### src/rtl/ctrl_pkg.sv
// Shared encodings for the multi-cycle control path: FSM states, opcodes,
// ALU function codes and datapath mux select values.
package ctrl_pkg;

    typedef enum logic [3:0] {
        FETCH    = 4'd0,
        DECODE   = 4'd1,
        MEMADR   = 4'd2,
        MEMREAD  = 4'd3,
        MEMWB    = 4'd4,
        MEMWRITE = 4'd5,
        EXECUTER = 4'd6,
        EXECUTEI = 4'd7,
        ALUWB    = 4'd8,
        BEQ      = 4'd9,
        JAL      = 4'd10,
        ILLEGAL  = 4'd11
    } state_t;

    localparam logic [6:0] OP_LW    = 7'b0000011;
    localparam logic [6:0] OP_SW    = 7'b0100011;
    localparam logic [6:0] OP_RTYPE = 7'b0110011;
    localparam logic [6:0] OP_ITYPE = 7'b0010011;
    localparam logic [6:0] OP_BEQ   = 7'b1100011;
    localparam logic [6:0] OP_JAL   = 7'b1101111;

    localparam logic [2:0] ALU_ADD = 3'b000;
    localparam logic [2:0] ALU_SUB = 3'b001;
    localparam logic [2:0] ALU_AND = 3'b010;
    localparam logic [2:0] ALU_OR  = 3'b011;
    localparam logic [2:0] ALU_SLT = 3'b101;

    localparam logic [1:0] ALUOP_ADD   = 2'b00;
    localparam logic [1:0] ALUOP_SUB   = 2'b01;
    localparam logic [1:0] ALUOP_FUNCT = 2'b10;

    localparam logic [1:0] SRCA_PC    = 2'b00;
    localparam logic [1:0] SRCA_OLDPC = 2'b01;
    localparam logic [1:0] SRCA_RS1   = 2'b10;

    localparam logic [1:0] SRCB_REG  = 2'b00;
    localparam logic [1:0] SRCB_IMM  = 2'b01;
    localparam logic [1:0] SRCB_FOUR = 2'b10;

    localparam logic [1:0] RES_ALUOUT    = 2'b00;
    localparam logic [1:0] RES_DATA      = 2'b01;
    localparam logic [1:0] RES_ALURESULT = 2'b10;

    localparam logic [1:0] IMM_I = 2'b00;
    localparam logic [1:0] IMM_S = 2'b01;
    localparam logic [1:0] IMM_B = 2'b10;
    localparam logic [1:0] IMM_J = 2'b11;

    // Immediate format depends on the opcode only, never on the FSM state.
    function automatic logic [1:0] imm_src_of(input logic [6:0] op);
        logic [1:0] imm;
        case (op)
            OP_SW:   imm = IMM_S;
            OP_BEQ:  imm = IMM_B;
            OP_JAL:  imm = IMM_J;
            default: imm = IMM_I;
        endcase
        return imm;
    endfunction

endpackage

### src/rtl/alu_decoder.sv
// Combinational ALU function decode, shared with the single-cycle core:
// maps ALUOp plus instruction fields to the 3-bit ALUControl code.
module alu_decoder
    import ctrl_pkg::*;
(
    input  logic [1:0] alu_op,
    input  logic [2:0] funct3,
    input  logic       funct7b5,
    input  logic       op5,
    output logic [2:0] alu_control
);

    always_comb begin
        alu_control = ALU_ADD;
        case (alu_op)
            ALUOP_ADD: alu_control = ALU_ADD;
            ALUOP_SUB: alu_control = ALU_SUB;
            ALUOP_FUNCT: begin
                case (funct3)
                    // op5 distinguishes R-type sub from addi with imm[10] set
                    3'b000:  alu_control = (op5 & funct7b5) ? ALU_SUB : ALU_ADD;
                    3'b010:  alu_control = ALU_SLT;
                    3'b110:  alu_control = ALU_OR;
                    3'b111:  alu_control = ALU_AND;
                    default: alu_control = ALU_ADD;
                endcase
            end
            default: alu_control = ALU_ADD;
        endcase
    end

endmodule

### src/rtl/multicycle_ctrl.sv
// Main Moore control FSM of the multi-cycle RISC-V core: sequences the shared
// ALU and drives all mux selects and write enables per instruction phase.
module multicycle_ctrl
    import ctrl_pkg::*;
#(
    parameter bit HOLD_ON_ILLEGAL = 1'b0
) (
    input  logic       clk,
    input  logic       reset,
    input  logic [6:0] op,
    input  logic [2:0] funct3,
    input  logic       funct7b5,
    input  logic       Zero,
    output logic       PCWrite,
    output logic       AdrSrc,
    output logic       MemWrite,
    output logic       IRWrite,
    output logic       RegWrite,
    output logic [1:0] ResultSrc,
    output logic [1:0] ALUSrcA,
    output logic [1:0] ALUSrcB,
    output logic [2:0] ALUControl,
    output logic [1:0] ImmSrc,
    output logic       IllegalInstr,
    output logic [3:0] StateOut
);

    state_t     state_q, state_d;
    state_t     cur_state;
    logic [1:0] alu_op;
    logic       pc_update;
    logic       branch;
    logic       ir_write_raw;
    logic       reg_write_raw;
    logic       mem_write_raw;

    always_comb begin
        state_d = FETCH;
        case (state_q)
            FETCH:  state_d = DECODE;
            DECODE: begin
                case (op)
                    OP_LW, OP_SW: state_d = MEMADR;
                    OP_RTYPE:     state_d = EXECUTER;
                    OP_ITYPE:     state_d = EXECUTEI;
                    OP_BEQ:       state_d = BEQ;
                    OP_JAL:       state_d = JAL;
                    default:      state_d = ILLEGAL;
                endcase
            end
            MEMADR: begin
                if (op == OP_LW)
                    state_d = MEMREAD;
                else if (op == OP_SW)
                    state_d = MEMWRITE;
                else
                    state_d = FETCH;
            end
            MEMREAD:  state_d = MEMWB;
            MEMWB:    state_d = FETCH;
            MEMWRITE: state_d = FETCH;
            EXECUTER: state_d = ALUWB;
            EXECUTEI: state_d = ALUWB;
            JAL:      state_d = ALUWB;
            ALUWB:    state_d = FETCH;
            BEQ:      state_d = FETCH;
            ILLEGAL:  state_d = HOLD_ON_ILLEGAL ? ILLEGAL : FETCH;
            default:  state_d = FETCH;
        endcase
    end

    always_ff @(posedge clk) begin
        if (reset)
            state_q <= FETCH;
        else
            state_q <= state_d;
    end

    // During reset the outputs present the FETCH decode so the datapath muxes
    // are already steered for the first fetch when reset drops.
    assign cur_state = reset ? FETCH : state_q;

    always_comb begin
        AdrSrc        = 1'b0;
        ResultSrc     = RES_ALUOUT;
        ALUSrcA       = SRCA_PC;
        ALUSrcB       = SRCB_REG;
        alu_op        = ALUOP_ADD;
        pc_update     = 1'b0;
        branch        = 1'b0;
        ir_write_raw  = 1'b0;
        reg_write_raw = 1'b0;
        mem_write_raw = 1'b0;
        IllegalInstr  = 1'b0;
        case (cur_state)
            FETCH: begin
                ir_write_raw = 1'b1;
                ALUSrcA      = SRCA_PC;
                ALUSrcB      = SRCB_FOUR;
                ResultSrc    = RES_ALURESULT;
                pc_update    = 1'b1;
            end
            DECODE: begin
                ALUSrcA = SRCA_OLDPC;
                ALUSrcB = SRCB_IMM;
            end
            MEMADR: begin
                ALUSrcA = SRCA_RS1;
                ALUSrcB = SRCB_IMM;
            end
            MEMREAD: begin
                ResultSrc = RES_ALUOUT;
                AdrSrc    = 1'b1;
            end
            MEMWB: begin
                ResultSrc     = RES_DATA;
                reg_write_raw = 1'b1;
            end
            MEMWRITE: begin
                ResultSrc     = RES_ALUOUT;
                AdrSrc        = 1'b1;
                mem_write_raw = 1'b1;
            end
            EXECUTER: begin
                ALUSrcA = SRCA_RS1;
                ALUSrcB = SRCB_REG;
                alu_op  = ALUOP_FUNCT;
            end
            EXECUTEI: begin
                ALUSrcA = SRCA_RS1;
                ALUSrcB = SRCB_IMM;
                alu_op  = ALUOP_FUNCT;
            end
            ALUWB: begin
                ResultSrc     = RES_ALUOUT;
                reg_write_raw = 1'b1;
            end
            BEQ: begin
                ALUSrcA = SRCA_RS1;
                ALUSrcB = SRCB_REG;
                alu_op  = ALUOP_SUB;
                branch  = 1'b1;
            end
            JAL: begin
                ALUSrcA   = SRCA_OLDPC;
                ALUSrcB   = SRCB_FOUR;
                pc_update = 1'b1;
            end
            ILLEGAL: IllegalInstr = 1'b1;
            default: ;
        endcase
    end

    // Zero feeds PCWrite combinationally so beq resolves within its own cycle.
    assign PCWrite  = (pc_update | (branch & Zero)) & ~reset;
    assign IRWrite  = ir_write_raw & ~reset;
    assign RegWrite = reg_write_raw & ~reset;
    assign MemWrite = mem_write_raw & ~reset;
    assign ImmSrc   = imm_src_of(op);
    assign StateOut = cur_state;

    alu_decoder u_alu_decoder (
        .alu_op      (alu_op),
        .funct3      (funct3),
        .funct7b5    (funct7b5),
        .op5         (op[5]),
        .alu_control (ALUControl)
    );

endmodule

### config.mk
export PLATFORM = sky130hd
export DESIGN_NAME = multicycle_ctrl
export DESIGN_NICKNAME = d
export VERILOG_FILES = /design/src/rtl/ctrl_pkg.sv /design/src/rtl/alu_decoder.sv /design/src/rtl/multicycle_ctrl.sv
export SDC_FILE = /design/constraint.sdc
export NUM_CORES = 1
export LEC_CHECK = 0
export ABC_AREA = 1
export BUFFER_PORTS_ARGS = -buffer_cell sky130_fd_sc_hd__buf_2
export CORE_AREA = 10 10 47 49
export CTS_BUF_LIST = sky130_fd_sc_hd__clkbuf_4
export DETAILED_ROUTE_END_ITERATION = 10
export DIE_AREA = 0 0 57 59
export PLACE_DENSITY = 0.83
export SLEW_MARGIN = 0
export SYNTH_ARGS = -nofsm -noshare
export SYNTH_HDL_FRONTEND = slang
export SYNTH_SLANG_ARGS = --single-unit
### constraint.sdc
create_clock -name clk -period 4.5 [get_ports clk]
set_clock_uncertainty 0.05 [all_clocks]
set_input_delay 0.675 -clock clk [delete_from_list [all_inputs] [get_ports clk]]
set_output_delay 0.675 -clock clk [all_outputs]
set_load 0.05 [all_outputs]
==> run metrics, run 1 <==
outcome=finished, final reports clean; power share of the clock group=between 10% and 20%; Main synth FF type=dfxtp_1; post-synthesis adder-cell area fraction=4.566%; top-count cell post-synth=nand2_1; final-stage net count=between 150 and 200; largest net degree at the start of global routing=11; CTS Buffer Depth=2; Sink Count=4; DR WL/cell=approximately 12 µm; routed via count=~750; Hold-fix buffers, CTS=0; PD cells=562.2 mW/mm²; sequential share of power=approximately 16%; Post-Synth XOR/XNOR Area=0%; area delta synth->final=37.90%; post-synthesis compound-gate area fraction=about an eighth; Crit Path Category=input port to output port; IO buf count=34; clk_lat worst skew=between 200 and 250 ps; die area=0.003363 mm²; f_max=approximately 360 MHz; # IOs=35; Place WS=between 1500 and 2000 ps; GRT overflow=0; max cap viols=0; logic gate share of total power=around three quarters; min Tclk post-route=2767 ps; Worst-path clk slew=around 30 ps; setup bufs post-CTS=0; CP Data Arrival Time=between 2000 and 2500 ps; sw power=roughly 0.00027 W; CP Capture Type=output port; dpl cells=147; Top reg by flops=state_q; reg2reg path depth=6; warnings from Yosys=0; share of layout cells above drive strength 1=between 30% and 40%; Die X=roughly 57 µm; Int Power=~0.00015 W; Initial Utilization=between 30% and 40%; # H-tree levels=1; TritonCTS clock tree=built; Final Max Slew Viols=0; simple logic cell fraction of the synthesized area=between 50% and 60%; critical path fanouts, max=10; Total GRT Usage=a little over a tenth; Synth top area share=between 10% and 20%; Setup-failing EPs final=0; first-pass GRT wire length=~3.1 mm; min-delay src=state_q[2]; Mapped Nets=around 110; DIE HEIGHT=between 50 and 60 µm; Largest register FFs=4; Root Driver=clkbuf_4; non-filler instance count after layout=150; Mapped Cells=98; Syn Std Cell Area=about 550 µm²; Sw Share=~64%; leakage=between 0.4 and 0.5 nW; total wire length=1.755 mm; R2R Path Start=state_q[1]; Commonest cells post-synth=24 x nand2_1, 17 x nor2_1, 11 x nand3_1; leading area contributor after synthesis=nand2_1; unrepaired setup endpoints after global routing=no; HP Class=flip-flop to flip-flop; mux contribution to synthesized area=0%; Least-Margin Pin Slew=roughly 250 ps; synth unique cells=21; fin worst setup slack=about 1700 ps; hold endpoint=state_q[2]; reg-to-reg setup timing slack=between 3000 and 4000 ps; initial DRC count=16; Seq/Total Area, Yosys=between 10% and 20%; DP HPWL=about 1.5 mm; WHS=between 600 and 700 ps; # DRC=0; final period utilization=between 60% and 70%; diode count=0; Routability Congestion=0.8400; Final ANT Viol Nets=0; initial antenna violation count=0; asr flop ratio synth=0%; largest family of logic cells by synthesized area=simple AND/OR/NAND/NOR gates; Detailed Routing Iterations Pass 1=4; Critical Path Start Type=input port; biggest regs=state_q x4; Final TNS setup=0 ps; post-synthesis register bit count=4; vias per cell=~5.0; hold depth=3; Area contributors post-synth=nand2_1 16%, dfxtp_1 15%, nor2_1 12%; Post-synth EDFFs=0; # rows=14; post_cts resized=0; Mean Syn Cell Area=between 5 and 6 µm²; worst vdd ir=about 0.33 mV; count of final hold-check violations=0; fill count=around 150; vias in the first global route=758; Core Area=0.001401 mm²; Worst R2R End=state_q[1]; Max transition margin=a little over 80%; critical path required time=3770 ps; cts bufs inserted=3
final cells by class:
| type | count | area, µm² | area share (%) |
|---|---|---|---|
| Tap cell | 16 | 20.02 | 2.649 |
| Multi-Input combinational cell | 78 | 406.6 | 53.81 |
| Timing Repair Buffer | 34 | 170.2 | 22.52 |
| Sequential cell | 4 | 80.08 | 10.60 |
| Inverter | 15 | 56.30 | 7.450 |
| Clock buffer | 3 | 22.52 | 2.980 |
placed cells by master, fill, tap and decap left out, types with 3 or more instances in the layout:
cell and n:
buf_2 34, nand2_1 24, nor2_1 17, nand3_1 11, inv_1 10, inv_2 5, nor2_4 4, a21oi_1 4
dfxtp_1 4, clkbuf_4 3
worst max-delay path, cell delays in order:
cell and delay (ps):
buf_2 180, nor2_1 180, nand3_1 150, inv_1 80, ha_1 160, nand2_1 90
nor2_1 90, nor2_1 40, a21oi_1 120, buf_2 270
layer usage:
| metal | vias up | wire (µm) | part of all wire (%) | GRT usage [%] |
|---|---|---|---|---|
| met2 | 23 | 882 | 50 | 17.21 |
| li1 | 392 | - | - | - |
| met1 | 331 | 732 | 42 | 11.86 |
| met3 | 0 | 140 | 8.0 | 4.721 |
| met4 | 0 | 0 | 0 | 4.362 |
| met5 | - | 0 | 0 | 0 |
per-stage QoR:
step                      power [W]  area [µm²]  utilization, %
after floorplan           0.0003184       548.0               -
after global placement    0.0003832       733.2           52.32
after detailed placement  0.0003842       733.2           52.32
after CTS                 0.0004289       755.7           53.93
after global routing      0.0004602       755.7           53.93
final                     0.0004248       755.7           53.93
power by group through the flow:
stage          clock network [W]  registers (W)  logic (W)
2_1_floorplan                  0      0.0000633   0.000255
3_3_place_gp                   0      0.0000659   0.000317
3_5_place_dp                   0      0.0000662   0.000318
4_1_cts                0.0000448      0.0000656   0.000318
5_1_grt                0.0000476      0.0000680   0.000345
6_report               0.0000426      0.0000660   0.000316
cell families (layout without fill, tap and decap cells):
family / count (synthesis) / count (layout)
buffers and inverters: 16 / 52
and+or+nand+nor: 65 / 65
DFF: 4 / 4
adders and majority gates: 2 / 2
AOI/OAI and AO/OA: 11 / 11
how the worst max path moves through the flow:
stage	startpoint	to	slack (ps)
finish	reset	ALUControl[0]	1730
global route	reset	ALUControl[0]	1570
CTS	reset	ALUControl[0]	1730
detailed placement	reset	ALUControl[0]	1740
global placement	reset	ALUControl[0]	1750
floorplan	reset	ALUControl[1]	470
Note: power is estimated with default switching activity, not from simulation.
==> run 2: changes to the inputs <==
--- a/config.mk
+++ b/config.mk
@@ -5,13 +5,13 @@
 export SDC_FILE = /design/constraint.sdc
 export NUM_CORES = 1
 export LEC_CHECK = 0
-export ABC_AREA = 1
+export ABC_AREA = 0
 export BUFFER_PORTS_ARGS = -buffer_cell sky130_fd_sc_hd__buf_2
-export CORE_AREA = 10 10 47 49
+export CORE_MARGIN = 10
+export CORE_UTILIZATION = 40
 export CTS_BUF_LIST = sky130_fd_sc_hd__clkbuf_4
 export DETAILED_ROUTE_END_ITERATION = 10
-export DIE_AREA = 0 0 57 59
-export PLACE_DENSITY = 0.83
+export PLACE_DENSITY = 0.81
 export SLEW_MARGIN = 0
 export SYNTH_ARGS = -nofsm -noshare
 export SYNTH_HDL_FRONTEND = slang
==> constraint.sdc (replaced) <==
create_clock -name clk -period 2.4 [get_ports clk]
set_clock_uncertainty 0.05 [all_clocks]
set_input_delay 0.36 -clock clk [delete_from_list [all_inputs] [get_ports clk]]
set_output_delay 0.36 -clock clk [all_outputs]
set_load 0.05 [all_outputs]
==> run 2 against run 1 <==
Compared with the run above:
- hold slack got worse by 190 ps
- worst setup slack worse by 1600 ps
- first-iteration DRC count increased by 13%
- global-route usage rose by 0.69 points
- count of clock-buffer cells in the layout did not move
- clock power up 88%
- combinational power is 22% lower
- via count increased by 9.4%
- die area rose by 5.2%
==> run metrics, run 2 <==
Top reg by flops=state_q; critical path fanouts, max=4 (-6); Max transition margin=74.24% (-8.8 points); most frequent cells in the layout=33 x buf_2, 10 x nand2_1, 7 x nor2_1; Final TNS setup=0 ps (unchanged); Final Max Slew Viols=0 (unchanged); area delta synth->final=42.37%; max cap viols=0 (unchanged); DR WL/cell=13.84 µm (+18%); fin worst setup slack=117.8 ps (-1615 ps); leading area contributor after synthesis=dfxtp_1; critical path required time=1990 ps (-1780 ps); Commonest cells post-synth=10 x nand2_1, 8 x clkbuf_1, 8 x nor3_1; total wire length=2.007 mm (+14%); unrepaired setup endpoints after global routing=no; # rows=14 (unchanged); Worst-path clk slew=40 ps (about the same); min Tclk post-route=between 2000 and 2500 ps; clk_lat worst skew=230 ps (about the same); cts bufs inserted=3 (unchanged); Mapped Cells=96 (-2.0%); CP Data Arrival Time=1870 ps (-170 ps); Final ANT Viol Nets=0 (unchanged); Sink Count=4 (unchanged); die area=0.003537 mm² (+5.2%); vias in the first global route=788 (+4.0%); DP HPWL=1.617 mm (+4.7%); TritonCTS clock tree=built; initial DRC count=18 (+2); vias per cell=5.628 (+13%); post-synthesis register bit count=4 (unchanged); top-count cell post-synth=nand2_1; Die X=59.47 µm (+4.3%); final-stage net count=147 (-3.3%); Syn Std Cell Area=623.1 µm² (+14%); Largest register FFs=4 (unchanged); synth unique cells=31 (+48%); share of layout cells above drive strength 1=39.53% (about the same); diode count=0 (unchanged); Setup-failing EPs final=0 (unchanged); GRT overflow=0 (unchanged); CTS Buffer Depth=2 (unchanged); Mapped Nets=112 (-1.8%); first-pass GRT wire length=3.339 mm (+7.5%); # H-tree levels=1 (unchanged); Area contributors post-synth=dfxtp_1 13%, nor3_1 6.4%, nand2_1 6.0%; biggest regs=state_q x4; Root Driver=clkbuf_4; Crit Path Category=flip-flop to output port; Hold-fix buffers, CTS=0 (unchanged); Synth top area share=12.85% (-3.6 points); outcome=finished, final reports clean; largest net degree at the start of global routing=21 (+10); f_max=between 400 and 500 MHz; Initial Utilization=41.85% (+2.7 points); Post-synth EDFFs=0 (unchanged); setup bufs post-CTS=0 (unchanged); Total GRT Usage=11.31% (+0.69 points); count of final hold-check violations=0 (unchanged); Least-Margin Pin Slew=383.4 ps (+131.3 ps); Core Area=0.001489 mm² (+6.3%); DIE HEIGHT=59.47 µm (+0.80%); Routability Congestion=0.7899 (-6.0%); initial antenna violation count=0 (unchanged); asr flop ratio synth=0% (unchanged); Mean Syn Cell Area=6.491 µm² (+16%); warnings from Yosys=0 (unchanged); Seq/Total Area, Yosys=12.85% (-1.8 points); Place WS=250.4 ps (-1491 ps); Critical Path Start Type=flip-flop; Detailed Routing Iterations Pass 1=4 (unchanged); CP Capture Type=output port; routed via count=816 (+9.4%); leakage=0.4359 nW (+1.0%); commonest non-fill, non-tap cell in the layout=buf_2; # IOs=35 (unchanged); # DRC=0 (unchanged); PD cells=456.3 mW/mm² (-19%); Main synth FF type=dfxtp_1; final period utilization=95.09%; worst vdd ir=0.2520 mV (-24%); IO buf count=34 (unchanged); HP Class=input port to flip-flop
## run 2: kinds of logic after synthesis
family	after synthesis	share of synthesized area, %
compound gates	15	17.67
xor+xnor	5	7.029
fa+ha+maj	2	4.015
buf+inv	14	8.434
flops	4	12.85
simple gates	56	50.00
## run 2: worst paths after layout
kind,start,end,slack [ps],cells past startpoint
worst max-delay path,state_q[1],ALUControl[0],120,7
worst min-delay path,op[4],state_q[2],420,3
worst max register to register,state_q[2],state_q[3],1080,4
worst min register to register,state_q[3],state_q[3],510,2
## run 2: repair_timing
item,CTS,global route
resized for setup,0,1
setup endpoints to repair,0,1
endpoints found under the hold margin,0,0
## run 2: per-stage QoR
stage	total power [W]	std cells	instance area (µm²)	util, %	hold slack, ps
global route	0.0004342	145	887.1	59.58	428.9
floorplan	0.0002645	96	668.1	-	483.0
CTS	0.0004080	145	884.6	59.41	405.9
global placement	0.0003208	142	862.1	57.90	501.7
finish	0.0004048	145	887.1	59.58	416.7
detailed placement	0.0003252	142	862.1	57.90	503.4
## run 2: area by class of cell
type / instances / area (µm²)
fill: 147 / 601.8
multi-input combinational: 78 / 535.5
clock buffer: 3 / 22.52
timing repair buffer: 39 / 210.2
sequential: 4 / 80.08
tap: 16 / 20.02
inverter: 5 / 18.77
## run 2: metal layers
layer / wire, µm / track usage (%) / vias to the layer above
met1: 801 / 12.08 / 378
met4: 0 / 3.934 / 0
met2: 1022 / 20.06 / 32
li1: - / - / 406
met5: 0 / 0 / -
met3: 182 / 3.648 / 0
## run 2: worst max-delay path, cell delays in order, from the launching register on
cell	delay (ps)
dfxtp_1	300
nand2b_1	210
or3_1	400
ha_1	230
nor2b_1	140
o21ai_0	90
a21oi_2	80
clkbuf_4	210
## run 2: power breakdown
part           switching [W]  internal, W
clock network      0.0000242    0.0000557
registers         0.00000552    0.0000736
logic               0.000169    0.0000769
total               0.000199     0.000206
==> run 3: changes to the inputs <==
--- a/config.mk
+++ b/config.mk
@@ -5,14 +5,15 @@
 export SDC_FILE = /design/constraint.sdc
 export NUM_CORES = 1
 export LEC_CHECK = 0
-export ABC_AREA = 0
+export ABC_AREA = 1
 export BUFFER_PORTS_ARGS = -buffer_cell sky130_fd_sc_hd__buf_2
 export CORE_MARGIN = 10
-export CORE_UTILIZATION = 40
+export CORE_UTILIZATION = 39
 export CTS_BUF_LIST = sky130_fd_sc_hd__clkbuf_4
 export DETAILED_ROUTE_END_ITERATION = 10
-export PLACE_DENSITY = 0.81
-export SLEW_MARGIN = 0
+export PLACE_DENSITY = 0.82
+export REMOVE_ABC_BUFFERS = 1
+export SLEW_MARGIN = 20
 export SYNTH_ARGS = -nofsm -noshare
 export SYNTH_HDL_FRONTEND = slang
 export SYNTH_SLANG_ARGS = --single-unit
==> run 3 against run 2 <==
Compared with the run above:
- hold slack got worse by 18 ps
- utilization fell by 2.1 points
- critical path type unchanged
- wire length is 12% lower
- sequential share of layout area rose by 1.6 points
- cell area shrank 15%
- combinational power up 140%
- global-route usage shrank 0.60 points
- largest power group unchanged
- critical endpoint unchanged
==> run metrics, run 3 (synthesis gave the netlist of run 1 again) <==
diode count=0 (unchanged); vias in the first global route=717 (-9.0%); Detailed Routing Iterations Pass 1=4 (unchanged); f_max=453.7 MHz (+3.5%); die area=0.003305 mm² (-6.6%); slowest CP cell=dfxtp_1; IO buf count=34 (unchanged); critical path fanouts, max=3 (-1); post_cts resized=0 (unchanged); initial antenna violation count=0 (unchanged); Top reg by flops=state_q; routed via count=725 (-11%); worst vdd ir=0.5029 mV (+100%); final period utilization=91.85% (-3.2 points); Total GRT Usage=10.71% (-0.60 points); Max transition margin=82.37% (+8.1 points); # IOs=35 (unchanged); biggest regs=state_q x4; CP top delay family=simple AND/OR/NAND/NOR gates; min Tclk post-route=2204 ps (-77.88 ps); Sink Count=4 (unchanged); Hold-fix buffers, CTS=0 (unchanged); initial DRC count=19 (+1); R2R Path Start=state_q[0]; critical path required time=1990 ps (about the same); area delta synth->final=38.13%; DR WL/cell=11.91 µm (-14%); Largest register FFs=4 (unchanged); Setup-failing EPs final=0 (unchanged); outcome=finished, final reports clean; Final ANT Viol Nets=0 (unchanged); total power=0.0008028 W (+98%); DP HPWL=1.536 mm (-5.0%); Worst-path clk slew=40 ps (about the same); cts bufs inserted=3 (unchanged); CP Capture Type=output port; WHS=398.3 ps (-18.35 ps); Final Max Slew Viols=0 (unchanged); share of layout cells above drive strength 1=39.55% (about the same); fin util=57.45% (-2.1 points); Die X=57.49 µm (-3.3%); Initial Utilization=41.60% (-0.25 points); CP Data Arrival Time=1790 ps (-80 ps); PD cells=1061 mW/mm² (+130%); DIE HEIGHT=57.49 µm (-3.3%); crit path from=state_q[3]; largest net degree at the start of global routing=11 (-48%); vias per cell=4.866 (-14%); Routability Congestion=0.9295 (+18%); min-delay src=op[4]; leakage=0.4307 nW (-1.2%); cells along the critical path=inv_2 > nor2_4 > nand2_2 > nor2_4 > inv_2 > ha_1 > nand2_1 > nor2_1 > nor2_1 > a21oi_1 > clkbuf_4; crit-path max cell delay=400 ps (about the same); max cap viols=0 (unchanged); unrepaired setup endpoints after global routing=no; Core Area=0.001318 mm² (-12%); most frequent cells in the layout=33 x buf_2, 24 x nand2_1, 17 x nor2_1; dpl cell area=732.0 µm² (-15%); HP Class=input port to flip-flop; CP bufs+invs=3 (+2); # H-tree levels=1 (unchanged); count of final hold-check violations=0 (unchanged); # rows=13 (-1); setup bufs post-CTS=0 (unchanged); total wire length=1.775 mm (-12%); Least-Margin Pin Slew=266.3 ps (-117.1 ps); TritonCTS clock tree=built; Critical Path Start Type=flip-flop; first-pass GRT wire length=3.015 mm (-9.7%); final-stage net count=152 (+3.4%); CTS Buffer Depth=2 (unchanged); Crit Path Category=flip-flop to output port; # DRC=0 (unchanged); GRT overflow=0 (unchanged); Root Driver=clkbuf_4; cell area after layout=757.0 µm² (-15%); commonest non-fill, non-tap cell in the layout=buf_2; clk_lat worst skew=230 ps (about the same)
run 3: cell types whose count changed in the layout (fill, tap and decap cells not counted), sizes merged, moves of 5 or more:
cell,change
nor2b,-6
buf,-5
inv,+10
nand2,+16
nand3,+8
nor2,+16
nor3,-5
run 3: per-layer routing:
metal	vias up	track usage (%)	routed length [µm]
li1	385	-	-
met1	307	11.79	777
met2	31	16.87	774
met3	2	4.646	200
met4	0	5.705	23
met5	-	0	0
run 3: per-stage QoR:
step	setup slack (ps)	cells	TNS (ps)
finish	195.7	149	0
global route	8.706	149	0
CTS	188.9	149	0
detailed placement	312.5	146	0
global placement	355.1	146	0
floorplan	-858.3	97	-2621
run 3: tightest hold or removal path: stages:
cell     delay [ps]
buf_2           110
nor3_2           50
nand2_1          60
a21oi_2          50
run 3: layout make-up:
cell class	count	area [µm²]
fill	127	560.5
multi-input combinational	78	406.6
timing repair buffer	34	172.7
sequential	4	80.08
inverter	15	56.30
clock buffer	3	22.52
tap	15	18.77
run 3: final timing paths:
check,endpoint,slack (ps),cells past startpoint
worst max-delay path,ALUControl[0],200,11
worst min-delay path,state_q[1],400,4
worst max register to register,state_q[0],1230,4
worst min register to register,state_q[2],610,3
run 3: power by group:
| group | leakage [nW] | switching, W | internal, W | total, W |
|---|---|---|---|---|
| sequential | 0.0329 | 0.0000328 | 0.0000905 | 0.000123 |
| clock | 0.0138 | 0.0000256 | 0.0000558 | 0.0000814 |
| combinational | 0.384 | 0.000454 | 0.000144 | 0.000598 |
